## src/rtl/sp_memory_axi_bist_pkg.sv

```systemverilog
// Shared types and constants for the single-port memory AXI4-Lite BIST master.
// Latency: n/a (declarations only).
// Backpressure: n/a.
package sp_memory_axi_bist_pkg;

    typedef enum logic [2:0] {
        IDLE    = 3'd0,
        WR_REQ  = 3'd1,
        WR_RESP = 3'd2,
        RD_REQ  = 3'd3,
        RD_RESP = 3'd4,
        FIN     = 3'd5
    } state_t;

    localparam logic [1:0] PAT_ADDR    = 2'd0;
    localparam logic [1:0] PAT_CHECKER = 2'd1;
    localparam logic [1:0] PAT_NADDR   = 2'd2;
    localparam logic [1:0] PAT_ONES    = 2'd3;

    localparam logic [1:0]  AXI_RESP_OKAY = 2'b00;
    localparam logic [15:0] ERR_MAX       = 16'hFFFF;

    // Error counter increment that sticks at its maximum.
    function automatic logic [15:0] sat_inc(input logic [15:0] v);
        return (v == ERR_MAX) ? v : v + 16'd1;
    endfunction

endpackage

```

## src/rtl/sp_memory_axi_bist_pattern.sv

```systemverilog
// Expected test word for a given pattern mode and word index.
// Latency: purely combinational.
// Backpressure: none.
module sp_memory_axi_bist_pattern
    import sp_memory_axi_bist_pkg::*;
#(
    parameter int WIDTH = 32,
    parameter int IW    = 10
) (
    input  logic [1:0]       mode,
    input  logic [IW-1:0]    idx,
    output logic [WIDTH-1:0] word
);

    // Select the pattern; the checkerboard alternates on the index LSB.
    always_comb begin
        word = '1;
        case (mode)
            PAT_ADDR:    word = WIDTH'(idx);
            PAT_CHECKER: word = idx[0] ? {(WIDTH/8){8'hAA}} : {(WIDTH/8){8'h55}};
            PAT_NADDR:   word = ~WIDTH'(idx);
            default:     word = '1;
        endcase
    end

endmodule

```

## src/rtl/sp_memory_axi_bist.sv

```systemverilog
// Memory BIST master: writes a pattern to every word over AXI4-Lite, reads back, compares.
// Latency: start to first awvalid 1 cycle; one transaction outstanding at a time.
// Backpressure: valids hold (address/data stable) until handshake; abort drains the open transaction.
module sp_memory_axi_bist
    import sp_memory_axi_bist_pkg::*;
#(
    parameter int          WIDTH     = 32,
    parameter int          DEPTH     = 1024,
    parameter logic [31:0] BASE_ADDR = 32'h0
) (
    input  logic               aclk,
    input  logic               aresetn,
    input  logic               start,
    input  logic               abort,
    input  logic [1:0]         mode,
    output logic               busy,
    output logic               done,
    output logic               pass,
    output logic [15:0]        err_count,
    output logic [31:0]        first_err_addr,
    output logic [WIDTH-1:0]   first_err_data,
    output logic [31:0]        awaddr,
    output logic [2:0]         awprot,
    output logic               awvalid,
    input  logic               awready,
    output logic [WIDTH-1:0]   wdata,
    output logic [WIDTH/8-1:0] wstrb,
    output logic               wvalid,
    input  logic               wready,
    input  logic [1:0]         bresp,
    input  logic               bvalid,
    output logic               bready,
    output logic [31:0]        araddr,
    output logic [2:0]         arprot,
    output logic               arvalid,
    input  logic               arready,
    input  logic [WIDTH-1:0]   rdata,
    input  logic [1:0]         rresp,
    input  logic               rvalid,
    output logic               rready
);

    localparam int          IW    = (DEPTH > 1) ? $clog2(DEPTH) : 1;
    localparam logic [31:0] BYTES = 32'(WIDTH / 8);
    localparam logic [IW-1:0] LAST = IW'(DEPTH - 1);

    function automatic logic [31:0] addr_of(input logic [IW-1:0] i);
        return BASE_ADDR + (32'(i) * BYTES);
    endfunction

    state_t            state, state_nxt;
    logic [IW-1:0]     idx, idx_nxt;
    logic [1:0]        mode_q, mode_nxt;
    logic              abort_req, abort_req_nxt, abort_pend;
    logic              aborted, aborted_nxt;
    logic              busy_nxt, done_nxt, pass_nxt;
    logic [15:0]       err_count_nxt;
    logic [31:0]       first_err_addr_nxt;
    logic [WIDTH-1:0]  first_err_data_nxt;
    logic              awvalid_nxt, wvalid_nxt, bready_nxt, arvalid_nxt, rready_nxt;
    logic [31:0]       awaddr_nxt, araddr_nxt;
    logic [WIDTH-1:0]  wdata_nxt;
    logic              err_hit, finish;
    logic [31:0]       err_addr;
    logic [WIDTH-1:0]  err_data;
    logic [IW-1:0]     pat_idx;
    logic [1:0]        pat_mode;
    logic [WIDTH-1:0]  exp_word;

    assign awprot = 3'b000;
    assign arprot = 3'b000;
    assign wstrb  = '1;

    // One pattern generator: it supplies the next write word, or the word being compared in RD_RESP.
    assign pat_idx  = (state == RD_RESP) ? idx : ((state == IDLE) ? '0 : idx + IW'(1));
    assign pat_mode = (state == IDLE) ? mode : mode_q;

    sp_memory_axi_bist_pattern #(
        .WIDTH (WIDTH),
        .IW    (IW)
    ) u_pattern (
        .mode (pat_mode),
        .idx  (pat_idx),
        .word (exp_word)
    );

    // Next-state and next registered-output logic.
    always_comb begin
        state_nxt          = state;
        idx_nxt            = idx;
        mode_nxt           = mode_q;
        abort_req_nxt      = abort_req;
        aborted_nxt        = aborted;
        busy_nxt           = busy;
        done_nxt           = done;
        err_count_nxt      = err_count;
        first_err_addr_nxt = first_err_addr;
        first_err_data_nxt = first_err_data;
        awvalid_nxt        = awvalid;
        awaddr_nxt         = awaddr;
        wvalid_nxt         = wvalid;
        wdata_nxt          = wdata;
        bready_nxt         = bready;
        arvalid_nxt        = arvalid;
        araddr_nxt         = araddr;
        rready_nxt         = rready;
        err_hit            = 1'b0;
        err_addr           = '0;
        err_data           = '0;
        finish             = 1'b0;
        abort_pend         = abort_req || abort;

        // Abort is only meaningful while a test is running.
        if (abort && state != IDLE && state != FIN) begin
            abort_req_nxt = 1'b1;
        end

        case (state)
            IDLE: begin
                if (start) begin
                    err_count_nxt      = '0;
                    first_err_addr_nxt = '0;
                    first_err_data_nxt = '0;
                    done_nxt           = 1'b0;
                    aborted_nxt        = 1'b0;
                    abort_req_nxt      = 1'b0;
                    mode_nxt           = mode;
                    idx_nxt            = '0;
                    busy_nxt           = 1'b1;
                    awvalid_nxt        = 1'b1;
                    wvalid_nxt         = 1'b1;
                    awaddr_nxt         = addr_of('0);
                    wdata_nxt          = exp_word;
                    state_nxt          = WR_REQ;
                end
            end
            WR_REQ: begin
                if (awvalid && awready) awvalid_nxt = 1'b0;
                if (wvalid && wready)   wvalid_nxt  = 1'b0;
                if ((!awvalid || awready) && (!wvalid || wready)) begin
                    bready_nxt = 1'b1;
                    state_nxt  = WR_RESP;
                end
            end
            WR_RESP: begin
                if (bvalid) begin
                    bready_nxt = 1'b0;
                    if (bresp != AXI_RESP_OKAY) begin
                        err_hit  = 1'b1;
                        err_addr = awaddr;
                    end
                    if (abort_pend) begin
                        finish = 1'b1;
                    end else if (idx == LAST) begin
                        idx_nxt     = '0;
                        arvalid_nxt = 1'b1;
                        araddr_nxt  = addr_of('0);
                        state_nxt   = RD_REQ;
                    end else begin
                        idx_nxt     = idx + IW'(1);
                        awvalid_nxt = 1'b1;
                        wvalid_nxt  = 1'b1;
                        awaddr_nxt  = addr_of(idx + IW'(1));
                        wdata_nxt   = exp_word;
                        state_nxt   = WR_REQ;
                    end
                end
            end
            RD_REQ: begin
                if (arready) begin
                    arvalid_nxt = 1'b0;
                    rready_nxt  = 1'b1;
                    state_nxt   = RD_RESP;
                end
            end
            RD_RESP: begin
                if (rvalid) begin
                    rready_nxt = 1'b0;
                    if (rresp != AXI_RESP_OKAY || rdata != exp_word) begin
                        err_hit  = 1'b1;
                        err_addr = araddr;
                        err_data = rdata;
                    end
                    if (abort_pend || idx == LAST) begin
                        finish = 1'b1;
                    end else begin
                        idx_nxt     = idx + IW'(1);
                        arvalid_nxt = 1'b1;
                        araddr_nxt  = addr_of(idx + IW'(1));
                        state_nxt   = RD_REQ;
                    end
                end
            end
            FIN: begin
                state_nxt = IDLE;
            end
            default: begin
                state_nxt = IDLE;
            end
        endcase

        if (finish) begin
            state_nxt     = FIN;
            busy_nxt      = 1'b0;
            done_nxt      = 1'b1;
            aborted_nxt   = abort_pend;
            abort_req_nxt = 1'b0;
        end

        if (err_hit) begin
            if (err_count == '0) begin
                first_err_addr_nxt = err_addr;
                first_err_data_nxt = err_data;
            end
            err_count_nxt = sat_inc(err_count);
        end

        pass_nxt = done_nxt && (err_count_nxt == '0) && !aborted_nxt;
    end

    // FSM state register.
    always_ff @(posedge aclk or negedge aresetn) begin
        if (!aresetn) begin
            state <= IDLE;
        end else begin
            state <= state_nxt;
        end
    end

    // Registered datapath, status and AXI outputs.
    always_ff @(posedge aclk or negedge aresetn) begin
        if (!aresetn) begin
            idx            <= '0;
            mode_q         <= '0;
            abort_req      <= 1'b0;
            aborted        <= 1'b0;
            busy           <= 1'b0;
            done           <= 1'b0;
            pass           <= 1'b0;
            err_count      <= '0;
            first_err_addr <= '0;
            first_err_data <= '0;
            awvalid        <= 1'b0;
            awaddr         <= '0;
            wvalid         <= 1'b0;
            wdata          <= '0;
            bready         <= 1'b0;
            arvalid        <= 1'b0;
            araddr         <= '0;
            rready         <= 1'b0;
        end else begin
            idx            <= idx_nxt;
            mode_q         <= mode_nxt;
            abort_req      <= abort_req_nxt;
            aborted        <= aborted_nxt;
            busy           <= busy_nxt;
            done           <= done_nxt;
            pass           <= pass_nxt;
            err_count      <= err_count_nxt;
            first_err_addr <= first_err_addr_nxt;
            first_err_data <= first_err_data_nxt;
            awvalid        <= awvalid_nxt;
            awaddr         <= awaddr_nxt;
            wvalid         <= wvalid_nxt;
            wdata          <= wdata_nxt;
            bready         <= bready_nxt;
            arvalid        <= arvalid_nxt;
            araddr         <= araddr_nxt;
            rready         <= rready_nxt;
        end
    end

endmodule
```

## config.mk

```make
export PLATFORM = sky130hd
export DESIGN_NAME = sp_memory_axi_bist
export DESIGN_NICKNAME = d
export VERILOG_FILES = /design/src/rtl/sp_memory_axi_bist_pkg.sv /design/src/rtl/sp_memory_axi_bist_pattern.sv /design/src/rtl/sp_memory_axi_bist.sv
export SDC_FILE = /design/constraint.sdc
export NUM_CORES = 1
export LEC_CHECK = 0
export CORE_ASPECT_RATIO = 1.25
export CORE_MARGIN = 2
export CORE_UTILIZATION = 44
export DETAILED_ROUTE_END_ITERATION = 6
export PLACE_DENSITY = 0.85
export SYNTH_ARGS = -nofsm -noshare
export SYNTH_HDL_FRONTEND = slang
export SYNTH_HIERARCHICAL = 1
export SYNTH_SLANG_ARGS = --single-unit
```

## constraint.sdc

```tcl
create_clock -name aclk -period 4.4 [get_ports aclk]
set_input_delay 0.44 -clock aclk [delete_from_list [all_inputs] [get_ports aclk]]
set_output_delay 0.44 -clock aclk [all_outputs]
set_load 0.05 [all_outputs]
```

Yosys cells after proc, flatten, opt, wreduce, memory -nomap -nowiden
Index checks and enable logic that the tools add are counted.
Storage, ports and cells
  bits of input ports: 47
  output and inout bits: 194
  register bits: 201
Operators by class
  eq/ne operators: 28
  multiplexer cells: 101
  reduce and logical (&&, ||, !) cells: 42
  add/sub/neg operators: 2
  bitwise gates (word level): 1
Operators with widths (count)
  2-to-1 mux 32 bit: 29
  case mux 32 bit (2 select lines): 4
  case mux 32 bit (3 select lines): 1
  2-to-1 mux 10 bit: 8
  2-to-1 mux 16 bit: 4
  2-to-1 mux 1 bit: 36
  logical NOT 16 bit: 2
  inequality test 32 bit: 1
  inverter 10 -> 32 bit: 1
  case mux 10 bit (3 select lines): 1
  2-to-1 mux 3 bit: 8
  inequality test 3 bit, second input constant: 8
  AND reduction 6 bit: 4
  inequality test 2 bit, second input constant: 11
  adder 16 x 1 -> 16 bit, second input constant: 1
  == test 16 bit, second input constant: 1
  nonzero test 2 bit: 8
  case mux 3 bit (5 select lines): 1
  AND reduction 7 bit: 2
  nonzero test 3 bit: 4
  adder 10 x 1 -> 10 bit, second input constant: 1
  == test 10 bit, second input constant: 1
  case mux 1 bit (3 select lines): 3
  case mux 1 bit (2 select lines): 4
  other kinds (14): 30

Logic depth before layout (Yosys ltp)
  depth after elaboration: 14
  mapped depth: 21
  mapped depth without buffers: 18

Modules after synthesis
Netlist, hierarchy kept.
By module, submodules not included
  sp_memory_axi_bist: area an instance 7928.9 µm², times used 1, cells each 820, seq. area each 3928.8 µm²
  sp_memory_axi_bist_pattern: area an instance 384.1 µm², times used 1, cells each 58, seq. area each 0.0 µm²

Worst setup path after synthesis
No wires, ideal clock.
  path type: reg-to-reg
  start: register state[1]
  end: register pass
  arrival time: 4.274 ns
  stages on the path, launching flop included: 19
  path slack: 0.030 ns
  buffers on the path: 5
  period minus slack after synthesis: 4.370 ns
  required time: 4.304 ns
  cell sequence: dfrtp_1 buf_2 clkbuf_1 nor2_1 nand2_1 clkbuf_1 a21oi_1 nor2b_4 or2_1 buf_4 xor2_1 or3_4 nor4_4 a31oi_4 or2_0 buf_6 a32o_1 or4_4 nor4_2
Between the ends
  word-level cells in the longest chain between the ends: 14
RTL lines
  start: declaration: line sp_memory_axi_bist.sv:51  | state_t state, state_nxt;
  start signal: assignment: line sp_memory_axi_bist.sv:226  | state <= state_nxt;
  logical NOT 3 bit: line sp_memory_axi_bist.sv:75  | assign pat_idx = (state == RD_RESP) ? idx : ((state == IDLE) ? '0 : idx + IW'(1));
  2-to-1 mux 10 bit: line sp_memory_axi_bist.sv:75
  2-to-1 mux 10 bit *: line sp_memory_axi_bist.sv:75
  named net pat_idx[0]: line sp_memory_axi_bist.sv:66  | logic [IW-1:0] pat_idx;
  2-to-1 mux 32 bit *: line sp_memory_axi_bist_pattern.sv:20  | PAT_CHECKER: word = idx[0] ? {(WIDTH/8){8'hAA}} : {(WIDTH/8){8'h55}};
  case mux 32 bit (3 select lines) *: line sp_memory_axi_bist_pattern.sv:18  | case (mode)
  named net exp_word[10]: line sp_memory_axi_bist.sv:68  | logic [WIDTH-1:0] exp_word;
  inequality test 32 bit *: line sp_memory_axi_bist.sv:179  | if (rresp != AXI_RESP_OKAY || rdata != exp_word) begin
  logical OR 1 bit *: line sp_memory_axi_bist.sv:179
  2-to-1 mux 1 bit *: line sp_memory_axi_bist.sv:179
  2-to-1 mux 1 bit *: line sp_memory_axi_bist.sv:177  | if (rvalid) begin
  case mux 1 bit (2 select lines) *: line sp_memory_axi_bist.sv:118  | case (state)
  2-to-1 mux 16 bit *: line sp_memory_axi_bist.sv:210  | if (err_hit) begin
  named net err_count_nxt[6]: line sp_memory_axi_bist.sv:57  | logic [15:0] err_count_nxt;
  logical NOT 16 bit *: line sp_memory_axi_bist.sv:218  | pass_nxt = done_nxt && (err_count_nxt == '0) && !aborted_nxt;
  logical AND 1 bit * (2 in series): line sp_memory_axi_bist.sv:218
  named net pass_nxt: line sp_memory_axi_bist.sv:56  | logic busy_nxt, done_nxt, pass_nxt;
  end signal: assignment: line sp_memory_axi_bist.sv:258  | pass <= pass_nxt;
  end: declaration: line sp_memory_axi_bist.sv:18  | output logic pass,
Mark *: on every way through the listed nets, which the timed path passes. The rest lies on a longest branch.
A chain may end at the register's enable or synchronous reset.

Worst setup path in the final report
  start: register state[0]
  end: register pass
RTL lines
  logical NOT 3 bit *: line sp_memory_axi_bist.sv:76  | assign pat_mode = (state == IDLE) ? mode : mode_q;
  2-to-1 mux 2 bit *: line sp_memory_axi_bist.sv:76
  named net pat_mode[1]: line sp_memory_axi_bist.sv:67  | logic [1:0] pat_mode;
  == test 2 bit, or another cell as far along: line sp_memory_axi_bist_pattern.sv:18
  case mux 32 bit (3 select lines) *: line sp_memory_axi_bist_pattern.sv:18
  named net exp_word[1]: line sp_memory_axi_bist.sv:68
  inequality test 32 bit *: line sp_memory_axi_bist.sv:179
  logical OR 1 bit *: line sp_memory_axi_bist.sv:179
  2-to-1 mux 1 bit *: line sp_memory_axi_bist.sv:179
  2-to-1 mux 1 bit *: line sp_memory_axi_bist.sv:177
  case mux 1 bit (2 select lines) *: line sp_memory_axi_bist.sv:118
  2-to-1 mux 16 bit *: line sp_memory_axi_bist.sv:210
  named net err_count_nxt[11]: line sp_memory_axi_bist.sv:57
  logical NOT 16 bit *: line sp_memory_axi_bist.sv:218
  logical AND 1 bit * (2 in series): line sp_memory_axi_bist.sv:218
  named net pass_nxt: line sp_memory_axi_bist.sv:56
Marks and branches as above.

==> results.cfg <==
[status]
outcome = complete, no violations

[worst_setup_path]
r2r_setup_slack_ns = 0.21
cp-start-kind = register
worstRegToRegCells = 14
required_ns = 4.73
arrival_ns = 4.52
critPathMaxFanout = 25
r2r_start = state[0]$_DFFE_PN0P_
setup.worst_path.start = state[0]$_DFFE_PN0P_
r2r-end = pass$_DFF_PN0_
cp-end-kind = register
worstSetupPathType = reg2reg

[floorplan]
pin_count = 241
die_area_sq_mm = 0.0200
core_area_sq_mm = 0.0186
die_h_um = 158
num_rows = 56
initial_utilization_pct = 44.6
die_width_um = 127

[grt]
antenna_found_initial = 0
grt_max_degree = 107
grtUsageTotal_pct = 24.1
grt_pass1_vias = 6868
grt_pass1_wl_mm = 37.4
grt_overflow = 0

[clock_tree]
clkSlewWorstSetupHoldPaths_ns = 0.07
holdBufCountCts = 0
numCtsBuffers = 17
max-clock-path-buffers = 2
clk-insertion-delay-late_ns = 0.43
cts_tree = done
cts_root_buf = clkbuf_16
cts_max_level = 4
numClockSinks = 157

[power_and_ir_drop]
p_leak_nw = 4.64
power_density_mw_per_mm2 = 646
ir_worst_vdd_mv = 0.486

[timing]
min_period_ns = 4.19
timing.final.crit_share_pct = 95.2
maxSlewViolCount = 0
finalHoldViolCount = 0
setup_violations = 0
max_freq_mhz = 239
tightest_slew_ns = 0.995
slew_headroom_pct = 33.7
fin_tns_setup_ns = 0
skew_ns = 0.0134

[yosys]
synth-xor-area-share_pct = 4.32
synth_cell_types = 71
syn_avg_cell_area_sq_um = 9.47
synth_area_sq_mm = 0.00831
ys_seq_area_share_pct = 47.3
synth_flop_cell = dfrtp_1
syn_inst = 878
yosysWarningCount = 6
yosysTopAreaCell = dfrtp_1
synth_top_family_by_area = simple AND/OR/NAND/NOR gates
synth_compound_area_share_pct = 13.7
async_reset_ff_share_pct = 100
synth-seq-cells = 157
synth-simple-area-share_pct = 19.3
synth_top_cell_area_share_pct = 47.3
synth_fa_ha_area_share_pct = 0.452
synth-edff-count = 0
synth.area.top_cells = dfrtp_1 47%, buf_4 6.7%, o21ai_0 4.8%
synth.area.mux_share_pct = 4.86

[detailed_routing]
num_vias = 7194
drtIter0Drc = 593
wl_per_cell_um = 19.1
wirelength_mm = 24.6
drtAntennaViolNets = 0
firstDrtPassIters = 5
drc = 0
via_per_inst = 5.60

[cells_and_area]
seqCellArea_sq_mm = 0.00393
final_area_sq_mm = 0.0109
area_delta_synth_final_pct = 30.6
drive_gt1_share_pct = 12.3
finish.utilization_pct = 58.2
multi_input_area_sq_mm = 0.00379
layout.nets = 1088
num-fill-cells = 1592

[place]
port_buffers = 186
gp_congestion = 0.933
place_area_sq_mm = 0.0102
dp_hpwl_mm = 18.0

[hold_path]
hold_path_class = in2async

[job]
max_cap_violations = 0
-- metrics by stage --
step / setup WS (ns) / total power (W) / hold WS, ns / instances
global route: -0.0174 / 0.00734 / 0.208 / 1283
floorplan: 0.0302 / 0.00460 / 0.144 / 930
detailed placement: 0.0665 / 0.00542 / 0.463 / 1250
finish: 0.210 / 0.00701 / 0.111 / 1284
CTS: 0.0276 / 0.00698 / 0.184 / 1282
global placement: 0.119 / 0.00535 / 0.456 / 1250
-- cell type report --
type	count	share of cell area (%)
Inverter	9	0.311
Multi-Input combinational cell	631	35.0
Tap cell	232	2.67
Clock inverter	14	1.66
Clock buffer	18	4.05
Antenna cell	1	0.0231
Sequential cell	157	36.2
Timing Repair Buffer	222	20.1
-- where the power goes --
group	switching (W)	internal, W
logic	0.00228	0.00129
registers	0.000188	0.00171
clock network	0.000625	0.000921
-- flip-flops by register name, indices dropped and copies added (netlist names), 2 cells and up --
name,flops
awaddr,10
first_err_data,32
idx,10
mode_q,2
wdata,32
err_count,16
araddr,10
state,3
first_err_addr,32
-- layout by cell type (no fill, tap or decap), types with 21 or more instances in the layout --
cell type,netlist,routed
a21oi_1,22,21
and3_1,31,31
buf_4,74,32
clkdlybuf4s50_1,0,185
conb_1,2,54
dfrtp_1,157,155
mux2_2,35,35
nand2_1,103,101
nand3_1,59,59
nor2_1,39,37
o21ai_0,80,79
xnor2_1,38,38
-- Yosys cell counts (all sizes together), types with 6 or more instances --
master,n
a21oi,22
a22oi,10
a31oi,8
and2,7
and3,31
buf,88
clkbuf,45
dfrtp,157
inv,9
mux2,35
nand2,104
nand3,59
nand4,17
nor2,40
nor3,16
nor4,6
o21ai,85
o22ai,7
o31ai,17
or2,7
xnor2,38
-- logic make-up after synthesis --
logic type	count (synthesis)
DFF	157
muxes	36
adders and majority gates	3
AOI/OAI and AO/OA	183
buffers and inverters	142
other	2
and+or+nand+nor	314
xor gates and xnor gates	41
-- what timing repair did --
action | in CTS | in global routing
endpoints found under the setup margin | 0 | 48
gates resized for setup | 0 | 14
buffers inserted | 0 | 1
-- worst max-delay path, stage by stage, from the launching register on --
cell	delay, ns
dfrtp_1	0.43
nor3_2	0.27
mux2_2	0.49
nor2b_1	0.23
buf_4	0.17
a21oi_1	0.31
xnor2_1	0.18
nand4_1	0.18
nor4_4	0.33
a31oi_4	0.18
buf_12	0.20
a2bb2oi_1	0.15
a21o_1	0.18
or4bb_1	0.50
nor4_2	0.27
-- worst max path at each step --
stage,to,slack [ns],cells past startpoint
finish,pass$_DFF_PN0_,0.21,14
global route,pass$_DFF_PN0_,-0.02,18
CTS,pass$_DFF_PN0_,0.03,16
detailed placement,pass$_DFF_PN0_,0.07,14
global placement,pass$_DFF_PN0_,0.12,13
floorplan,pass$_DFF_PN0_,0.03,18
-- routing by layer --
metal,share of wire (%),global-route usage (%),vias to the layer above
met3,5.5,4.43,81
met1,39,28.9,3492
met5,0,0,-
met4,4.8,12.9,0
met2,50,41.4,329
li1,-,-,3292
Power figures use the tool's default switching activity.
